<file path="src/rtl/jtag_tap_ctrl.sv">
// IEEE 1149.1 TAP controller sampled in the system clk domain.
// It runs the 16-state TAP FSM, holds the IR and produces one-clk DR strobes for the DTM.
module jtag_tap_ctrl #(
    parameter int                  IR_WIDTH    = 5,
    parameter logic [IR_WIDTH-1:0] IR_RESET    = IR_WIDTH'(5'h01),
    parameter int                  SYNC_STAGES = 2
) (
    input  logic                clk,
    input  logic                rst_n,
    input  logic                tck,
    input  logic                tms,
    input  logic                tdi,
    output logic                tdo,
    output logic                tdo_en,
    input  logic                dr_tdo,
    output logic                tdi_s,
    output logic                capture_dr,
    output logic                shift_dr,
    output logic                update_dr,
    output logic [IR_WIDTH-1:0] ir_out,
    output logic [3:0]          tap_state
);

    typedef enum logic [3:0] {
        TLR     = 4'd0,
        RTI     = 4'd1,
        SELDR   = 4'd2,
        CAPDR   = 4'd3,
        SHDR    = 4'd4,
        EX1DR   = 4'd5,
        PAUSEDR = 4'd6,
        EX2DR   = 4'd7,
        UPDDR   = 4'd8,
        SELIR   = 4'd9,
        CAPIR   = 4'd10,
        SHIR    = 4'd11,
        EX1IR   = 4'd12,
        PAUSEIR = 4'd13,
        EX2IR   = 4'd14,
        UPDIR   = 4'd15
    } tap_state_e;

    localparam logic [IR_WIDTH-1:0] IR_CAPTURE = IR_WIDTH'(2'b01);

    logic [SYNC_STAGES-1:0] tck_sync;
    logic [SYNC_STAGES-1:0] tms_sync;
    logic [SYNC_STAGES-1:0] tdi_sync;
    logic                   tck_prev;
    logic                   tck_s;
    logic                   tms_s;
    logic                   tck_rise;
    logic                   tck_fall;

    tap_state_e             state;
    tap_state_e             next_state;
    logic [IR_WIDTH-1:0]    ir_shift;

    // All three pins share the same depth so tms/tdi stay aligned with the tck edge detect
    always_ff @(posedge clk or negedge rst_n) begin
        if (!rst_n) begin
            tck_sync <= '0;
            tms_sync <= '0;
            tdi_sync <= '0;
            tck_prev <= 1'b0;
        end else begin
            tck_sync <= {tck_sync[SYNC_STAGES-2:0], tck};
            tms_sync <= {tms_sync[SYNC_STAGES-2:0], tms};
            tdi_sync <= {tdi_sync[SYNC_STAGES-2:0], tdi};
            tck_prev <= tck_s;
        end
    end

    assign tck_s    = tck_sync[SYNC_STAGES-1];
    assign tms_s    = tms_sync[SYNC_STAGES-1];
    assign tdi_s    = tdi_sync[SYNC_STAGES-1];
    assign tck_rise = tck_s & ~tck_prev;
    assign tck_fall = ~tck_s & tck_prev;

    always_comb begin
        next_state = state;
        unique case (state)
            TLR:     next_state = tms_s ? TLR     : RTI;
            RTI:     next_state = tms_s ? SELDR   : RTI;
            SELDR:   next_state = tms_s ? SELIR   : CAPDR;
            CAPDR:   next_state = tms_s ? EX1DR   : SHDR;
            SHDR:    next_state = tms_s ? EX1DR   : SHDR;
            EX1DR:   next_state = tms_s ? UPDDR   : PAUSEDR;
            PAUSEDR: next_state = tms_s ? EX2DR   : PAUSEDR;
            EX2DR:   next_state = tms_s ? UPDDR   : SHDR;
            UPDDR:   next_state = tms_s ? SELDR   : RTI;
            SELIR:   next_state = tms_s ? TLR     : CAPIR;
            CAPIR:   next_state = tms_s ? EX1IR   : SHIR;
            SHIR:    next_state = tms_s ? EX1IR   : SHIR;
            EX1IR:   next_state = tms_s ? UPDIR   : PAUSEIR;
            PAUSEIR: next_state = tms_s ? EX2IR   : PAUSEIR;
            EX2IR:   next_state = tms_s ? UPDIR   : SHIR;
            UPDIR:   next_state = tms_s ? SELDR   : RTI;
            default: next_state = TLR;
        endcase
    end

    // State, IR and TDO move on TCK edges; tck_rise and tck_fall never coincide
    always_ff @(posedge clk or negedge rst_n) begin
        if (!rst_n) begin
            state    <= TLR;
            ir_shift <= IR_RESET;
            ir_out   <= IR_RESET;
            tdo      <= 1'b0;
            tdo_en   <= 1'b0;
        end else begin
            if (tck_rise) begin
                state <= next_state;
                if (next_state == TLR) begin
                    ir_shift <= IR_RESET;
                    ir_out   <= IR_RESET;
                end else if (state == CAPIR) begin
                    ir_shift <= IR_CAPTURE;
                end else if (state == SHIR) begin
                    ir_shift <= {tdi_s, ir_shift[IR_WIDTH-1:1]};
                end
            end
            if (tck_fall) begin
                if (state == UPDIR) begin
                    ir_out <= ir_shift;
                end
                if (state == SHDR) begin
                    tdo <= dr_tdo;
                end else if (state == SHIR) begin
                    tdo <= ir_shift[0];
                end
                tdo_en <= (state == SHDR) || (state == SHIR);
            end
        end
    end

    assign capture_dr = tck_rise && (state == CAPDR);
    assign shift_dr   = tck_rise && (state == SHDR);
    assign update_dr  = tck_fall && (state == UPDDR);
    assign tap_state  = state;

endmodule

</file>
<file path="config.mk">
export PLATFORM = sky130hd
export DESIGN_NAME = jtag_tap_ctrl
export DESIGN_NICKNAME = d
export VERILOG_FILES = /design/src/rtl/jtag_tap_ctrl.sv
export SDC_FILE = /design/constraint.sdc
export NUM_CORES = 1
export LEC_CHECK = 0
export CAP_MARGIN = 5
export CELL_PAD_IN_SITES_DETAIL_PLACEMENT = 2
export CELL_PAD_IN_SITES_GLOBAL_PLACEMENT = 2
export CORE_UTILIZATION = 34
export DETAILED_ROUTE_END_ITERATION = 6
export GPL_TIMING_DRIVEN = 0
export PLACE_DENSITY_LB_ADDON = 0.1
export SLEW_MARGIN = 20
export SYNTH_ARGS = -nofsm -noshare
export SYNTH_HDL_FRONTEND = slang
export SYNTH_SLANG_ARGS = --single-unit
</file>
<file path="constraint.sdc">
create_clock -name clk -period 4.1 [get_ports clk]
set_input_delay 0.82 -clock clk [delete_from_list [all_inputs] [get_ports clk]]
set_output_delay 0.82 -clock clk [all_outputs]
set_load 0.01 [all_outputs]
</file>
After elaboration in Yosys (flattened, before gate mapping)
Cells that the tools add are included.
Widths: inputs -> output; s select.
{ "word_totals": {"regBits": 23, "input_bits": 6, "output_inout_bits": 15, "word_cells": 63} }
{ "classes": {"n_eq_ne": 15, "n_mux": 22, "bitwise_logic": 4, "n_reduce_logical": 13} }
{ "ops": {"columns": ["cell", "count"], "rows": [
  ["$pmux 4 s12", 1],
  ["$mux 5", 7],
  ["$eq 4x4->1 const B", 8],
  ["$eq 4x3->1 const B", 4],
  ["$mux 4", 4],
  ["$eq 4x2->1 const B", 2],
  ["$logic_not 4->1", 2],
  ["$mux 2", 3],
  ["$mux 3", 2],
  ["$mux 1", 5],
  ["$eq 4x1->1 const B", 1],
  ["$reduce_and 2->1", 2],
  ["$reduce_or 2->1", 2],
  ["$logic_and 1x1->1", 3],
  ["$reduce_bool 3->1", 1],
  ["$reduce_or 3->1", 1],
  ["$and 1x1->1", 2],
  ["$not 1->1", 2],
  ["$reduce_bool 2->1", 1],
  ["$logic_or 1x1->1", 1]
]} }

Depth between registers and ports, before layout
Gate-level depths: netlist of the first run.
{ "logic_depth": {"depth_word": 8, "depth_mapped": 5} }

Least setup slack after synthesis of the first run
OpenSTA, ideal clock, no wires.
{ "synth_path": {"kind": "register to output", "startpoint": "reg state[2] (netlist: tap_state[2])", "endpoint": "out capture_dr", "arrival_ns": 1.201, "slack_ns": 2.079, "path_stages_with_launch": 4, "path_buffers": 2, "cell_sequence": "dfrtp_1 buf_2 buf_2 nor4_1"} }
{ "synth_via": {"elab_chain_cells": 2} }
{ "synth_rtl": {"columns": ["element", "line", "text"], "rows": [
  ["from (decl)", "54", "tap_state_e state;"],
  ["from (signal assigned)", "112", "state <= next_state;"],
  ["$eq 4x2->1", "136", "assign capture_dr = tck_rise && (state == CAPDR);"],
  ["$logic_and 1x1->1", "136", null],
  ["to (decl)", "17", "output logic capture_dr,"]
]} }
No other way between the ends.

Final worst setup path of the first run
{ "layout_path": {"startpoint": "reg state[2] (netlist: tap_state[2])", "endpoint": "out shift_dr"} }
{ "layout_via": {"elab_chain_cells": 2} }
{ "layout_rtl": {"columns": ["element", "line", "text"], "rows": [
  ["$eq 4x3->1", "137", "assign shift_dr = tck_rise && (state == SHDR);"],
  ["$logic_and 1x1->1", "137", null],
  ["to (decl)", "18", "output logic shift_dr,"]
]} }
No other way between the ends.

==> run summary, run 1 <==
Outcome = complete, no violations
#FFs+latches synth = 23
Row count = 20
Critical Path RT = 3.28 ns
DRT iter0 DRCs = 39
CP Buf/Inv Count = 3
Flop-to-flop setup slack = 2.51 ns
Initial core utilization = 36.7%
Syn_nets = 122
Reg2reg end = ir_shift[3]$_DFFE_PN0P_
Drt drc = 0
First-pass GRT wire length = 5220 um
IO Count = 21
Post-CTS sizing = 0
GRT Util Overall = 19.9%
Die Y = 60.1 um
IO buf count = 20
P per Cell Area = 628 mW/mm2
Crit path DAT = 2.02 ns
Synth Flop Type = dfrtp_1
Clock share of power = 12.3%
Internal = 0.519 mW
Post-Syn Area = 0.00115 mm2
Gr ovfl total = 0
Worst Setup End Kind = output port
Family with the most delay on the worst path = buffers and inverters
Worst-margin pin slew = 0.526 ns
Setup TNS = 0 ns
Flop pwr share = 39.4%
Yosys cell types = 41
Maximum vdd ir drop = 0.000256 V
Post-synth top area share = 45.8%
Critical path peak fanout = 10
Core area = 0.00313 mm2
Clk_lat worst skew = 0.32 ns
Endpoints failing setup = 0
CTS Hold Bufs = 0
Area Overhead vs Synth = 24.2%
HP Class = flip-flop to flip-flop
Final Critical Period = 2.84 ns
FF/Latch Area = 578 um2
P_sw = 0.377 mW
Asr flop ratio synth = 100%
Synth area leaders = dfrtp_1 46%, dfstp_2 4.6%, o21ai_0 4.4%, nand2_1 3.9%, nand2b_1 3.3%
Critical Path Source Type = flip-flop
Post-Place Worst Slack = 1.60 ns
Die Span X = 60.1 um
Final GP Congestion = 0.812
Slew headroom = 64.7%
Worst path max stage delay = 0.56 ns
Logic pwr share = 48.4%
Htree depth = 1
CP dominant cell by count = buf_2
Sequential-to-total area share from yosys stat = 50.3%
Crit path cell chain = buf_2, buf_2, nand3_1, nor2_1, clkdlybuf4s50_1
ANT nets after route = 0
Synth area leader = dfrtp_1
Worst setup path endpoint = shift_dr
Vias in the first global route = 1034
CTS buffer count = 3
Skew final = 0.00641 ns
Crit path launch = tap_state[2]$_DFFE_PN0P_
WL final = 3050 um
Die area = 0.00361 mm2
Crit path depth = 5
Vias post-DR = 982
Clock slew at the register clock pins of the worst setup and hold paths = 0.14 ns
Layout Nets = 147
Fillers = 346
Maximum clock insertion buffer count = 2
Worst R2R Path Depth = 4
Number of synthesized flops with an enable pin = 0
Clock Sinks = 23
Initial antenna violation count = 0
RSZ-0062 raised after global routing = no
Crit path max-delay cell type = clkdlybuf4s50_1
Reg-to-Reg Start = tck_prev$_DFF_PN0_
Core Util, Final = 45.6%
Kind of critical path = flip-flop to output port
Pin count of the biggest net entering global routing = 24
Root buffer cell = clkbuf_4
Fin crit share = 69.2%
Slew Viols, Final = 0
Worst setup margin = 1.26 ns
Layout cells sized above 1 = 14.3%
CTS tree = yes
Fin. Hold Viols = 0
Post-CTS Setup Inserts = 0
Fmax = 352 MHz
DR WL/cell = 16.6 um
Syn avg cell area = 9.90 um2
Area of the multi-input gates = 518 um2
WHS = 0.369 ns
Static leakage = 0.562 nW
Mapped Cells = 116
DP HPWL = 2180 um
N_diodes = 0
Switching Share = 42.1%
Post-DR vias/cell = 5.34
# Max-Cap Violations = 0
Synthesis Warnings = 0
DR pass1 iterations = 4
==> power groups by stage <==
| stage | clock network (mW) | logic (mW) | registers (mW) |
|---|---|---|---|
| 2_1_floorplan | 0 | 0.269 | 0.357 |
| 3_3_place_gp | 0 | 0.417 | 0.354 |
| 3_5_place_dp | 0 | 0.435 | 0.357 |
| 4_1_cts | 0.115 | 0.439 | 0.353 |
| 5_1_grt | 0.120 | 0.481 | 0.362 |
| 6_report | 0.110 | 0.434 | 0.353 |
==> kinds of logic (layout without fill, tap and decap cells) <==
kind of cell	after synthesis	count (layout)	share of synthesized area [%]
and+or+nand+nor	46	46	22.4
AOI/OAI and AO/OA	34	34	19.6
buffers and inverters	10	34	4.58
muxes	1	1	0.871
xor gates and xnor gates	2	2	2.18
DFF	23	23	50.3
==> layout by cell type, fill, tap and decap left out, types with 2 or more instances in the layout <==
master	instances
buf_2	4
a31oi_1	3
nand2_1	12
a21oi_1	7
nor2_1	6
nand2b_1	6
nor2b_1	3
clkbuf_4	3
nor4_1	2
dfrtp_1	21
nor3_1	2
dfstp_2	2
o2bb2ai_1	4
clkbuf_1	2
clkdlybuf4s50_1	19
nand3_1	6
inv_1	2
o21ai_0	10
==> routing by layer <==
metal | part of all wire [%] | track usage [%]
met1 | 48 | 27.0
met3 | 3.8 | 2.60
met4 | 1.3 | 6.98
met2 | 47 | 32.2
met5 | 0 | 0
==> synthesized netlist by cell type (all sizes together) (3+ instances only) <==
| cell type | number |
|---|---|
| o21ai | 10 |
| a31oi | 3 |
| nor2b | 3 |
| dfrtp | 21 |
| nand2b | 6 |
| a21oi | 7 |
| buf | 5 |
| nor3 | 3 |
| inv | 3 |
| nor2 | 6 |
| nor4 | 3 |
| nand2 | 13 |
| nand3 | 7 |
| o2bb2ai | 4 |
==> layout make-up <==
type                    count  share of cell area (%)
flip-flops and latches     23                    40.5
multi-input cells          83                    36.3
repair buffers             20                    13.7
well taps                  44                    3.86
plain buffers               7                    2.89
clock buffers               3                    1.58
inverters                   3                   0.789
clock inverters             1                   0.351
==> registers in the layout, indices dropped and copies added, names as in the netlist <==
name,count
ir_out,5
tdo,1
tdo_en,1
ir_shift,5
tck_prev,1
tap_state,4
tms_sync,2
tck_sync,2
tdi_sync,2
==> per-stage QoR <==
stage               cells  total power [mW]  instance area (um2)
CTS                   184             0.907                 1430
floorplan             116             0.626                 1150
global placement      180             0.771                 1400
finish                184             0.896                 1430
detailed placement    180             0.792                 1400
global route          184             0.963                 1430
==> worst min-delay path by stage <==
stage	to	start	cells after the start	slack, ns
3_3_place_gp	tms_sync[1]$_DFF_PN0_	tms_sync[0]$_DFF_PN0_	0	0.33
5_1_grt	tck_sync[1]$_DFF_PN0_	tck_sync[0]$_DFF_PN0_	0	0.38
6_report	tms_sync[1]$_DFF_PN0_	tms_sync[0]$_DFF_PN0_	0	0.37
3_5_place_dp	tdi_sync[1]$_DFF_PN0_	tdi_sync[0]$_DFF_PN0_	0	0.34
2_1_floorplan	tck_sync[1]$_DFF_PN0_	tck_sync[0]$_DFF_PN0_	0	0.33
4_1_cts	tck_sync[1]$_DFF_PN0_	tck_sync[0]$_DFF_PN0_	0	0.37
(Power assumes the default switching activity.)
==> inputs of run 2 (changes only) <==
--- a/config.mk
+++ b/config.mk
@@ -8,7 +8,7 @@
 export CAP_MARGIN = 5
 export CELL_PAD_IN_SITES_DETAIL_PLACEMENT = 2
 export CELL_PAD_IN_SITES_GLOBAL_PLACEMENT = 2
-export CORE_UTILIZATION = 34
+export CORE_UTILIZATION = 28
 export DETAILED_ROUTE_END_ITERATION = 6
 export GPL_TIMING_DRIVEN = 0
 export PLACE_DENSITY_LB_ADDON = 0.1
==> constraint.sdc (replaced) <==
create_clock -name clk -period 2.5 [get_ports clk]
set_input_delay 0.5 -clock clk [delete_from_list [all_inputs] [get_ports clk]]
set_output_delay 0.5 -clock clk [all_outputs]
set_load 0.01 [all_outputs]
==> run summary, run 2 (synthesis gave the netlist of run 1 again) <==
Outcome = complete, no violations (unchanged)
Layout Nets = 147 (unchanged)
Reg-to-Reg Start = tck_prev$_DFF_PN0_ (unchanged)
Root buffer cell = clkbuf_8 (was clkbuf_4)
Static leakage = 0.589 nW (was 0.562 nW)
N_diodes = 0 (unchanged)
Critical Path Source Type = flip-flop (unchanged)
Skew final = 0.00681 ns (was 0.00641 ns)
Initial antenna violation count = 0 (unchanged)
Crit path DAT = 1.87 ns (was 2.02 ns)
P_sw = 0.636 mW (was 0.377 mW)
Die Span X = 66.1 um (was 60.1 um)
Fin. Hold Viols = 0 (unchanged)
P per Cell Area = 1060 mW/mm2 (was 628 mW/mm2)
HP Class = input port to asynchronous set/reset pin (was flip-flop to flip-flop)
Core area = 0.00380 mm2 (was 0.00313 mm2)
Clock Sinks = 23 (unchanged)
Maximum vdd ir drop = 0.000296 V (was 0.000256 V)
Worst R2R Path Depth = 4 (unchanged)
Layout cells sized above 1 = 15.0% (was 14.3%)
Endpoints failing setup = 0 (unchanged)
Pin count of the biggest net entering global routing = 24 (unchanged)
Setup TNS = 0 ns (unchanged)
Most common cell after layout, fill and taps aside = dfrtp_1 (unchanged)
RSZ-0062 raised after global routing = no (unchanged)
Inst Count DP = 184 (was 180)
CTS tree = yes (unchanged)
Worst-margin pin slew = 0.532 ns (was 0.526 ns)
Htree depth = 1 (unchanged)
Reg2reg end = ir_shift[2]$_DFFE_PN0P_ (was ir_shift[3]$_DFFE_PN0P_)
Final GP Congestion = 0.824 (was 0.812)
Fmax = 422 MHz
Internal = 0.912 mW (was 0.519 mW)
Area Overhead vs Synth = 27.1% (was 24.2%)
Vias in the first global route = 1101 (was 1034)
CP Buf/Inv Count = 3 (unchanged)
IO Count = 21 (unchanged)
Slew Viols, Final = 0 (unchanged)
ANT nets after route = 0 (unchanged)
Maximum clock insertion buffer count = 2 (unchanged)
Critical Path RT = 2.00 ns (was 3.28 ns)
WL final = 3170 um (was 3050 um)
Kind of critical path = flip-flop to output port (unchanged)
DR WL/cell = 16.9 um (was 16.6 um)
CTS buffer count = 3 (unchanged)
CP dominant cell by count = clkbuf_4 (was buf_2)
GRT Util Overall = 16.3% (was 19.9%)
Logic pwr share = 46.8% (was 48.4%)
Slew headroom = 64.3% (was 64.7%)
Critical path peak fanout = 10 (unchanged)
Post-CTS Setup Inserts = 0 (unchanged)
DR pass1 iterations = 4 (unchanged)
Post-DR vias/cell = 5.27 (was 5.34)
Leading cell types in the layout, fill and taps excluded = 21 x dfrtp_1, 18 x clkdlybuf4s50_1, 12 x nand2_1 (was 21 x dfrtp_1, 19 x clkdlybuf4s50_1, 12 x nand2_1)
Crit path max-delay cell type = clkdlybuf4s50_1 (unchanged)
Final Critical Period = 2.37 ns
# Max-Cap Violations = 0 (unchanged)
Worst path max stage delay = 0.56 ns (about the same)
Gr ovfl total = 0 (unchanged)
Die area = 0.00436 mm2 (was 0.00361 mm2)
Clock share of power = 15.5% (was 12.3%)
Row count = 22 (was 20)
Family with the most delay on the worst path = buffers and inverters (unchanged)
Vias post-DR = 991 (was 982)
First-pass GRT wire length = 5380 um (was 5220 um)
Initial core utilization = 30.2% (was 36.7%)
Flop pwr share = 37.8% (was 39.4%)
Worst Setup End Kind = output port (unchanged)
Post-Layout Cell Count = 188 (was 184)
CTS Hold Bufs = 0 (unchanged)
Switching Share = 41.1% (was 42.1%)
DP HPWL = 2190 um (was 2180 um)
Post-CTS sizing = 0 (unchanged)
DRT iter0 DRCs = 28 (was 39)
IO buf count = 20 (unchanged)
Fin crit share = 94.8%
Clock slew at the register clock pins of the worst setup and hold paths = 0.09 ns (was 0.14 ns)
Clk_lat worst skew = 0.27 ns (was 0.32 ns)
Die Y = 66.1 um (was 60.1 um)
Drt drc = 0 (unchanged)
Crit path cell chain = clkbuf_4, clkbuf_4, nand3_1, nor2_1, clkdlybuf4s50_1 (was buf_2, buf_2, nand3_1, nor2_1, clkdlybuf4s50_1)
Flop-to-flop setup slack = 0.92 ns (was 2.51 ns)
-- run 2: cell count changes in the layout (fill, tap and decap cells not counted), sizes merged --
cell,before,now
buf,6,4
clkbuf,5,7
clkdlybuf4s50,19,18
dlymetal6s2s,0,1
-- run 2: stage by stage --
step / cell area (um2) / hold slack, ns / power (mW) / utilization (%) / worst slack (ns)
detailed placement: 1410 / 0.337 / 1.30 / 37.1 / 0.349
global route: 1460 / 0.235 / 1.66 / 38.4 / 0.00257
floorplan: 1150 / 0.204 / 1.03 / - / 0.799
global placement: 1410 / 0.334 / 1.27 / 37.1 / 0.369
CTS: 1460 / 0.361 / 1.55 / 38.3 / 0.0143
finish: 1460 / 0.191 / 1.55 / 38.4 / 0.130
-- run 2: worst max path at each step --
stage / cells past startpoint / endpoint / startpoint / slack, ns
global route: 4 / update_dr / tap_state[2]$_DFFE_PN0P_ / 0.003
CTS: 5 / shift_dr / tap_state[2]$_DFFE_PN0P_ / 0.01
finish: 5 / shift_dr / tap_state[2]$_DFFE_PN0P_ / 0.13
floorplan: 3 / capture_dr / tap_state[2]$_DFFE_PN0P_ / 0.80
detailed placement: 5 / shift_dr / tap_state[2]$_DFFE_PN0P_ / 0.35
global placement: 4 / capture_dr / tap_state[2]$_DFFE_PN0P_ / 0.37
-- run 2: layer usage --
| layer | routed length (um) | global-route usage (%) | vias up |
|---|---|---|---|
| met5 | 0 | 0 | - |
| li1 | - | - | 467 |
| met3 | 95 | 2.93 | 4 |
| met1 | 1630 | 22.2 | 497 |
| met2 | 1420 | 26.3 | 23 |
| met4 | 29 | 4.79 | 0 |
-- run 2: power by group through the flow --
stage / registers, mW / clock network [mW] / logic, mW
4_1_cts: 0.583 / 0.254 / 0.715
6_report: 0.584 / 0.239 / 0.724
2_1_floorplan: 0.585 / 0 / 0.441
5_1_grt: 0.603 / 0.261 / 0.794
3_3_place_gp: 0.582 / 0 / 0.689
3_5_place_dp: 0.589 / 0 / 0.706
-- run 2: cell type report --
| cell class | count | area [um2] |
|---|---|---|
| Buffer | 7 | 46.3 |
| Sequential cell | 23 | 578 |
| Timing Repair Buffer | 20 | 198 |
| Multi-Input combinational cell | 83 | 520 |
| Tap cell | 48 | 60.1 |
| Clock buffer | 3 | 41.3 |
| Clock inverter | 1 | 5.00 |
| Inverter | 3 | 11.3 |
| Fill cell | 435 | 2340 |
==> inputs of run 3 (changes only) <==
--- a/config.mk
+++ b/config.mk
@@ -5,6 +5,7 @@
 export SDC_FILE = /design/constraint.sdc
 export NUM_CORES = 1
 export LEC_CHECK = 0
+export ABC_CLOCK_PERIOD_IN_PS = 2500
 export CAP_MARGIN = 5
 export CELL_PAD_IN_SITES_DETAIL_PLACEMENT = 2
 export CELL_PAD_IN_SITES_GLOBAL_PLACEMENT = 2
==> results of run 3 <==
The final DEF is identical to that of run 2; final timing and power are the same.
